## config.mk

```make
export PLATFORM = sky130hd
export DESIGN_NAME = pipe_reg_elastic
export DESIGN_NICKNAME = d
export VERILOG_FILES = /design/src/rtl/pipe_pkg.sv /design/src/rtl/pipe_skid_slot.sv /design/src/rtl/pipe_reg_elastic.sv
export SDC_FILE = /design/constraint.sdc
export NUM_CORES = 1
export LEC_CHECK = 0
export BUFFER_PORTS_ARGS = -buffer_cell sky130_fd_sc_hd__buf_2
export CELL_PAD_IN_SITES_DETAIL_PLACEMENT = 0
export CELL_PAD_IN_SITES_GLOBAL_PLACEMENT = 1
export CORE_MARGIN = 8
export CORE_UTILIZATION = 44
export DETAILED_ROUTE_END_ITERATION = 16
export PLACE_DENSITY_LB_ADDON = 0.15
export SYNTH_ARGS = -nofsm -noshare
export SYNTH_HDL_FRONTEND = slang
export SYNTH_SLANG_ARGS = --single-unit
```

## constraint.sdc

```tcl
create_clock -name i_clk -period 3.7 [get_ports i_clk]
set_input_delay 0 -clock i_clk [delete_from_list [all_inputs] [get_ports i_clk]]
set_output_delay 0 -clock i_clk [all_outputs]
set_load 0.01 [all_outputs]
```

## src/rtl/pipe_pkg.sv

```systemverilog
// Shared types and helpers for the elastic pipeline register.
package pipe_pkg;

    // Occupancy state of one skid stage.
    typedef enum logic [1:0] {
        EMPTY = 2'd0,
        BUSY  = 2'd1,
        FULL  = 2'd2
    } skid_state_e;

    // Width needed to count every beat a chain of `stages` slots can hold.
    function automatic int cnt_w(input int stages);
        return $clog2(2 * stages + 1);
    endfunction

endpackage

```

## src/rtl/pipe_skid_slot.sv

```systemverilog
// One elastic stage: main register drives the output, skid register catches
// the beat that arrives while the output is stalled. In-ready depends only on
// the registered state, so downstream back-pressure never reaches upstream
// combinationally.
module pipe_skid_slot
    import pipe_pkg::*;
#(
    parameter int W = 16
) (
    input  logic         i_clk,
    input  logic         i_rst_n,
    input  logic         i_flush,
    input  logic         i_valid,
    output logic         o_ready,
    input  logic [W-1:0] i_data,
    output logic         o_valid,
    input  logic         i_ready,
    output logic [W-1:0] o_data,
    output logic [1:0]   o_occ
);

    skid_state_e  state_p0;
    skid_state_e  state_nxt;
    logic [W-1:0] main_p0;
    logic [W-1:0] skid_p0;
    logic         load_main;
    logic         load_skid;
    logic         main_from_skid;

    // State register; reset leaves the stage empty.
    always_ff @(posedge i_clk or negedge i_rst_n) begin
        if (!i_rst_n) begin
            state_p0 <= EMPTY;
        end else begin
            state_p0 <= state_nxt;
        end
    end

    // Next state and data-path steering; flush overrides every transfer.
    always_comb begin
        state_nxt      = state_p0;
        load_main      = 1'b0;
        load_skid      = 1'b0;
        main_from_skid = 1'b0;
        case (state_p0)
            EMPTY: begin
                if (i_valid) begin
                    state_nxt = BUSY;
                    load_main = 1'b1;
                end
            end
            BUSY: begin
                if (i_valid && i_ready) begin
                    load_main = 1'b1;
                end else if (i_valid) begin
                    state_nxt = FULL;
                    load_skid = 1'b1;
                end else if (i_ready) begin
                    state_nxt = EMPTY;
                end
            end
            FULL: begin
                if (i_ready) begin
                    state_nxt      = BUSY;
                    main_from_skid = 1'b1;
                end
            end
            default: begin
                state_nxt = EMPTY;
            end
        endcase
        if (i_flush) begin
            state_nxt      = EMPTY;
            load_main      = 1'b0;
            load_skid      = 1'b0;
            main_from_skid = 1'b0;
        end
    end

    // Main and skid data registers; contents survive a flush untouched.
    always_ff @(posedge i_clk or negedge i_rst_n) begin
        if (!i_rst_n) begin
            main_p0 <= '0;
            skid_p0 <= '0;
        end else begin
            if (load_main) begin
                main_p0 <= i_data;
            end else if (main_from_skid) begin
                main_p0 <= skid_p0;
            end
            if (load_skid) begin
                skid_p0 <= i_data;
            end
        end
    end

    assign o_ready = (state_p0 != FULL);
    assign o_valid = (state_p0 != EMPTY);
    assign o_data  = main_p0;
    assign o_occ   = (state_p0 == FULL) ? 2'd2 :
                     (state_p0 == BUSY) ? 2'd1 : 2'd0;

endmodule

```

## src/rtl/pipe_reg_elastic.sv

```systemverilog
// Elastic pipeline register: STAGES cascaded skid slots carrying NUM_CH
// channels of DATA_W bits as one beat, with registered upstream ready.
module pipe_reg_elastic
    import pipe_pkg::*;
#(
    parameter int DATA_W = 8,
    parameter int NUM_CH = 2,
    parameter int STAGES = 1
) (
    input  logic                         i_clk,
    input  logic                         i_rst_n,
    input  logic                         i_valid,
    output logic                         o_ready,
    input  logic [NUM_CH*DATA_W-1:0]     i_data,
    output logic                         o_valid,
    input  logic                         i_ready,
    output logic [NUM_CH*DATA_W-1:0]     o_data,
    input  logic                         i_flush,
    output logic [cnt_w(STAGES)-1:0]     o_count
);

    localparam int W     = NUM_CH * DATA_W;
    localparam int CNT_W = cnt_w(STAGES);

    // vld/dat index n is the input of slot n; index STAGES is the block output.
    logic [STAGES:0] vld;
    logic [STAGES:0] rdy;
    logic [W-1:0]    dat [STAGES+1];
    logic [1:0]      occ [STAGES];

    assign vld[0]      = i_valid;
    assign dat[0]      = i_data;
    assign rdy[STAGES] = i_ready;
    assign o_ready     = rdy[0];
    assign o_valid     = vld[STAGES];
    assign o_data      = dat[STAGES];

    for (genvar n = 0; n < STAGES; n++) begin : g_stage
        pipe_skid_slot #(
            .W(W)
        ) u_slot (
            .i_clk   (i_clk),
            .i_rst_n (i_rst_n),
            .i_flush (i_flush),
            .i_valid (vld[n]),
            .o_ready (rdy[n]),
            .i_data  (dat[n]),
            .o_valid (vld[n+1]),
            .i_ready (rdy[n+1]),
            .o_data  (dat[n+1]),
            .o_occ   (occ[n])
        );
    end

    // Total beats held across the chain.
    always_comb begin
        o_count = '0;
        for (int n = 0; n < STAGES; n++) begin
            o_count = o_count + CNT_W'(occ[n]);
        end
    end

endmodule

```

==> impl_metrics.yaml <==
route:
  vias: 1059
  detail_route_antenna_nets: 0
  wirelength_met1_um: 1400
  drt_drc_violations_left: 0
  detailedRoute.firstIterationViolations: 82
  routed_wl_um: 3090
  detail_route.wl_per_cell_um: 14.4
  maxUsedRoutingLayer: "met4"
  post_drt_via_cell_ratio: 4.95
  drt_pass1_iterations: 4
  detailroute.wirelength.met2_um: 1450
  routed_wire_length_on_met3_um: 198
pwr:
  power_mw: 0.875
  leak_nw: 0.934
  power.density_nw_per_um2: 446
  power.ir.vdd_worst_mv: 0.252
clock_network:
  clk_sink_count: 34
  cts-buffers-inserted: 5
  clk_path_buf_depth: 2
  post_cts.repair.setup_buffers: 0
  root_buffer_selected_by_cts: "sky130_fd_sc_hd__clkbuf_4"
  ctsHtreeMaxLevel: 2
  tritoncts: "yes"
  clk-insertion-delay-late_ns: 0.33
  clk_pin_slew_ns: 0.09
sta:
  maxClockFrequency_mhz: 495
  post-route-period-util: 0.546
  clock_skew_ns: 0.00470
  number_of_hold_violations_in_the_final_report: 0
  rsz0062_at_grt: "false"
  timing.final.crit_period_ns: 2.02
  fin_tns_setup_ns: 0
  relative_slew_margins: 0.278
  finalMaxSlewViolations: 0
  setup_violations: 0
  worst_setup_slack_after_layout_ns: 1.68
  worst-slew-pin-transition_ns: 1.08
grt:
  grt_pass1_wl_um: 5100
  maximum_number_of_pins_on_one_net_before_global_route_repair: 35
  grt_overflow_total: 0
  grt.total_usage: 0.123
  grt_pass1_vias: 1059
  antenna_found_initial: 0
floorplan:
  io_pins: 41
  floorplan.core_area_sq_um: 3280
  fp.dieArea_sq_um: 5480
  placement_rows: 21
  dieWidth_um: 74
  floorplan.initialDensity: 0.451
  die_h_um: 74
setup_path:
  timing.rr.end: "g_stage[0].u_slot.o_data[14]"
  cp_data_required_time_ns: 3.92
  reg2reg_setup_slack_ns: 1.68
  timing.critical_path.fanout_max: 16
  path_class: "reg2reg"
  crit_path_end_kind: "flip-flop"
  regToRegStartpoint: "g_stage[0].u_slot.state_p0[0]"
  worstRegToRegCells: 3
  critical_path_arrival_ns: 2.24
  timing.critical_path.from_type: "flip-flop"
synthesis:
  synth_async_sr_flop_share: 1.00
  synth_cell_types: 23
  synth.net_count: 128
  number_of_enable_flip_flop_cells_after_synthesis: 0
  synthCells: 107
  synth_most_common_cell: "sky130_fd_sc_hd__dfrtp_1"
  ys.warnings.count: 0
  synth.top_cells.by_count: "sky130_fd_sc_hd__dfrtp_1 (34), sky130_fd_sc_hd__mux2_1 (19), sky130_fd_sc_hd__a221o_1 (13)"
  synthDominantCellAreaShare: 0.575
  cell_taking_the_most_area_after_synthesis: "sky130_fd_sc_hd__dfrtp_1"
  syn_avg_cell_area_sq_um: 13.8
  ys_top_cells_by_area: "sky130_fd_sc_hd__dfrtp_1 (57%), sky130_fd_sc_hd__mux2_1 (14%), sky130_fd_sc_hd__a221o_1 (8.8%)"
  synthFlopType: "sky130_fd_sc_hd__dfrtp_1"
  syn-cell-area_sq_um: 1480
  sequential_fraction_of_the_synthesis_area: 0.575
  ys_seq_elements: 34
final_layout:
  finish.utilization: 0.597
  areaGrowthSynthToFinish_pct: 32.5
  finalNonFillerCells: 214
  antennaDiodeCount: 0
  nNetsFinal: 190
  fillerInstances: 287
  post_route_cells_drive_above_1_share: 0.321
place:
  hpwl_um: 2050
  dpl_worst_slack_ns: 1.65
  dpl.cell_count: 188
  portBuffers: 40
  gp_weighted_congestion: 0.758
run:
  max_cap_violations: 0
worst_hold_path:
  hold_path_class: "in2reg"
  min_from: "i_valid"
  hold-path-endpoint: "g_stage[0].u_slot.state_p0[0]"
  min_delay_path_depth: 4
outcome:
  run_status: "finished clean"
==> power by group <==
part           leakage [nW]  switching, mW  internal, mW  total, mW
combinational         0.485         0.0794         0.106      0.185
clock                0.0302          0.111        0.0855      0.196
sequential            0.419         0.0402         0.454      0.494
total                 0.934          0.230         0.645      0.875
==> through the flow <==
stage | area, sq um | hold slack [ns]
floorplan | 1480 | -0.296
global placement | 1710 | 0.0988
detailed placement | 1710 | 0.104
CTS | 1960 | 0.104
global route | 1960 | 0.119
finish | 1960 | 0.124
==> cell usage in the layout (no fill, tap or decap) <==
cell type / n
sky130_fd_sc_hd__mux2_1: 19
sky130_fd_sc_hd__nand2_2: 1
sky130_fd_sc_hd__nand2_1: 2
sky130_fd_sc_hd__inv_1: 1
sky130_fd_sc_hd__and2_0: 10
sky130_fd_sc_hd__and4bb_1: 1
sky130_fd_sc_hd__o21ba_1: 1
sky130_fd_sc_hd__a211oi_1: 1
sky130_fd_sc_hd__nor3_2: 1
sky130_fd_sc_hd__or2_2: 1
sky130_fd_sc_hd__a221o_1: 13
sky130_fd_sc_hd__nand2b_1: 3
sky130_fd_sc_hd__nor2b_1: 2
sky130_fd_sc_hd__buf_2: 40
sky130_fd_sc_hd__a21oi_1: 2
sky130_fd_sc_hd__and2_1: 3
sky130_fd_sc_hd__nor3b_2: 1
sky130_fd_sc_hd__dfrtp_1: 34
sky130_fd_sc_hd__a21oi_2: 1
sky130_fd_sc_hd__dlygate4sd3_1: 20
sky130_fd_sc_hd__clkbuf_8: 1
sky130_fd_sc_hd__clkbuf_4: 5
sky130_fd_sc_hd__nand3b_1: 1
sky130_fd_sc_hd__mux2_2: 3
sky130_fd_sc_hd__or3b_1: 1
==> routing by layer <==
metal  vias to the layer above  global-route usage
met3                         6              0.0445
met2                        29               0.196
met4                         0              0.0466
li1                        518                   -
met5                         -                   0
met1                       506               0.149
==> cell type report <==
type | instances | area (sq um) | share of cell area
clock buffer | 6 | 51.3 | 0.0261
tap | 46 | 57.6 | 0.0293
sequential | 34 | 851 | 0.434
timing repair buffer | 60 | 400 | 0.204
inverter | 1 | 3.75 | 0.00191
multi-input combinational | 67 | 598 | 0.305
==> critical path, cell delays in order (launching register included) <==
cell and delay (ns):
sky130_fd_sc_hd__dfrtp_1 0.45, sky130_fd_sc_hd__nor2b_1 0.19, sky130_fd_sc_hd__nor3_2 0.86, sky130_fd_sc_hd__mux2_2 0.42
==> repair_timing <==
action                    CTS  global route
hold buffers               20             0
hold endpoints to repair   68             0
gates resized for setup     0             0
==> how the worst max path moves through the flow <==
stage,from,endpoint,slack (ns),cells after the start
finish,g_stage[0].u_slot.state_p0[0],g_stage[0].u_slot.o_data[14],1.68,3
global placement,g_stage[0].u_slot.state_p0[0],g_stage[0].u_slot.o_data[6],1.67,3
global route,g_stage[0].u_slot.state_p0[1],g_stage[0].u_slot.o_data[15],1.46,3
floorplan,g_stage[0].u_slot.state_p0[0],g_stage[0].u_slot.o_data[14],2.23,4
CTS,g_stage[0].u_slot.state_p0[0],g_stage[0].u_slot.o_data[14],1.64,3
detailed placement,g_stage[0].u_slot.state_p0[0],g_stage[0].u_slot.o_data[14],1.65,3
==> flip-flops by register name, summed over array words and instances, names as in the netlist <==
| signal | cells |
|---|---|
| g_stage.u_slot.o_data | 16 |
| g_stage.u_slot.skid_p0 | 16 |
| g_stage.u_slot.state_p0 | 2 |
==> cells by family (layout without fill, tap and decap cells) <==
kind of cell / after synthesis / after routing / share of synthesized area
DFF: 34 / 34 / 0.575
buffers and inverters: 6 / 67 / 0.0211
muxes: 22 / 22 / 0.167
AOI/OAI and AO/OA: 18 / 18 / 0.112
and+or+nand+nor: 27 / 27 / 0.124
No activity file was read; power rests on OpenSTA's default activity.
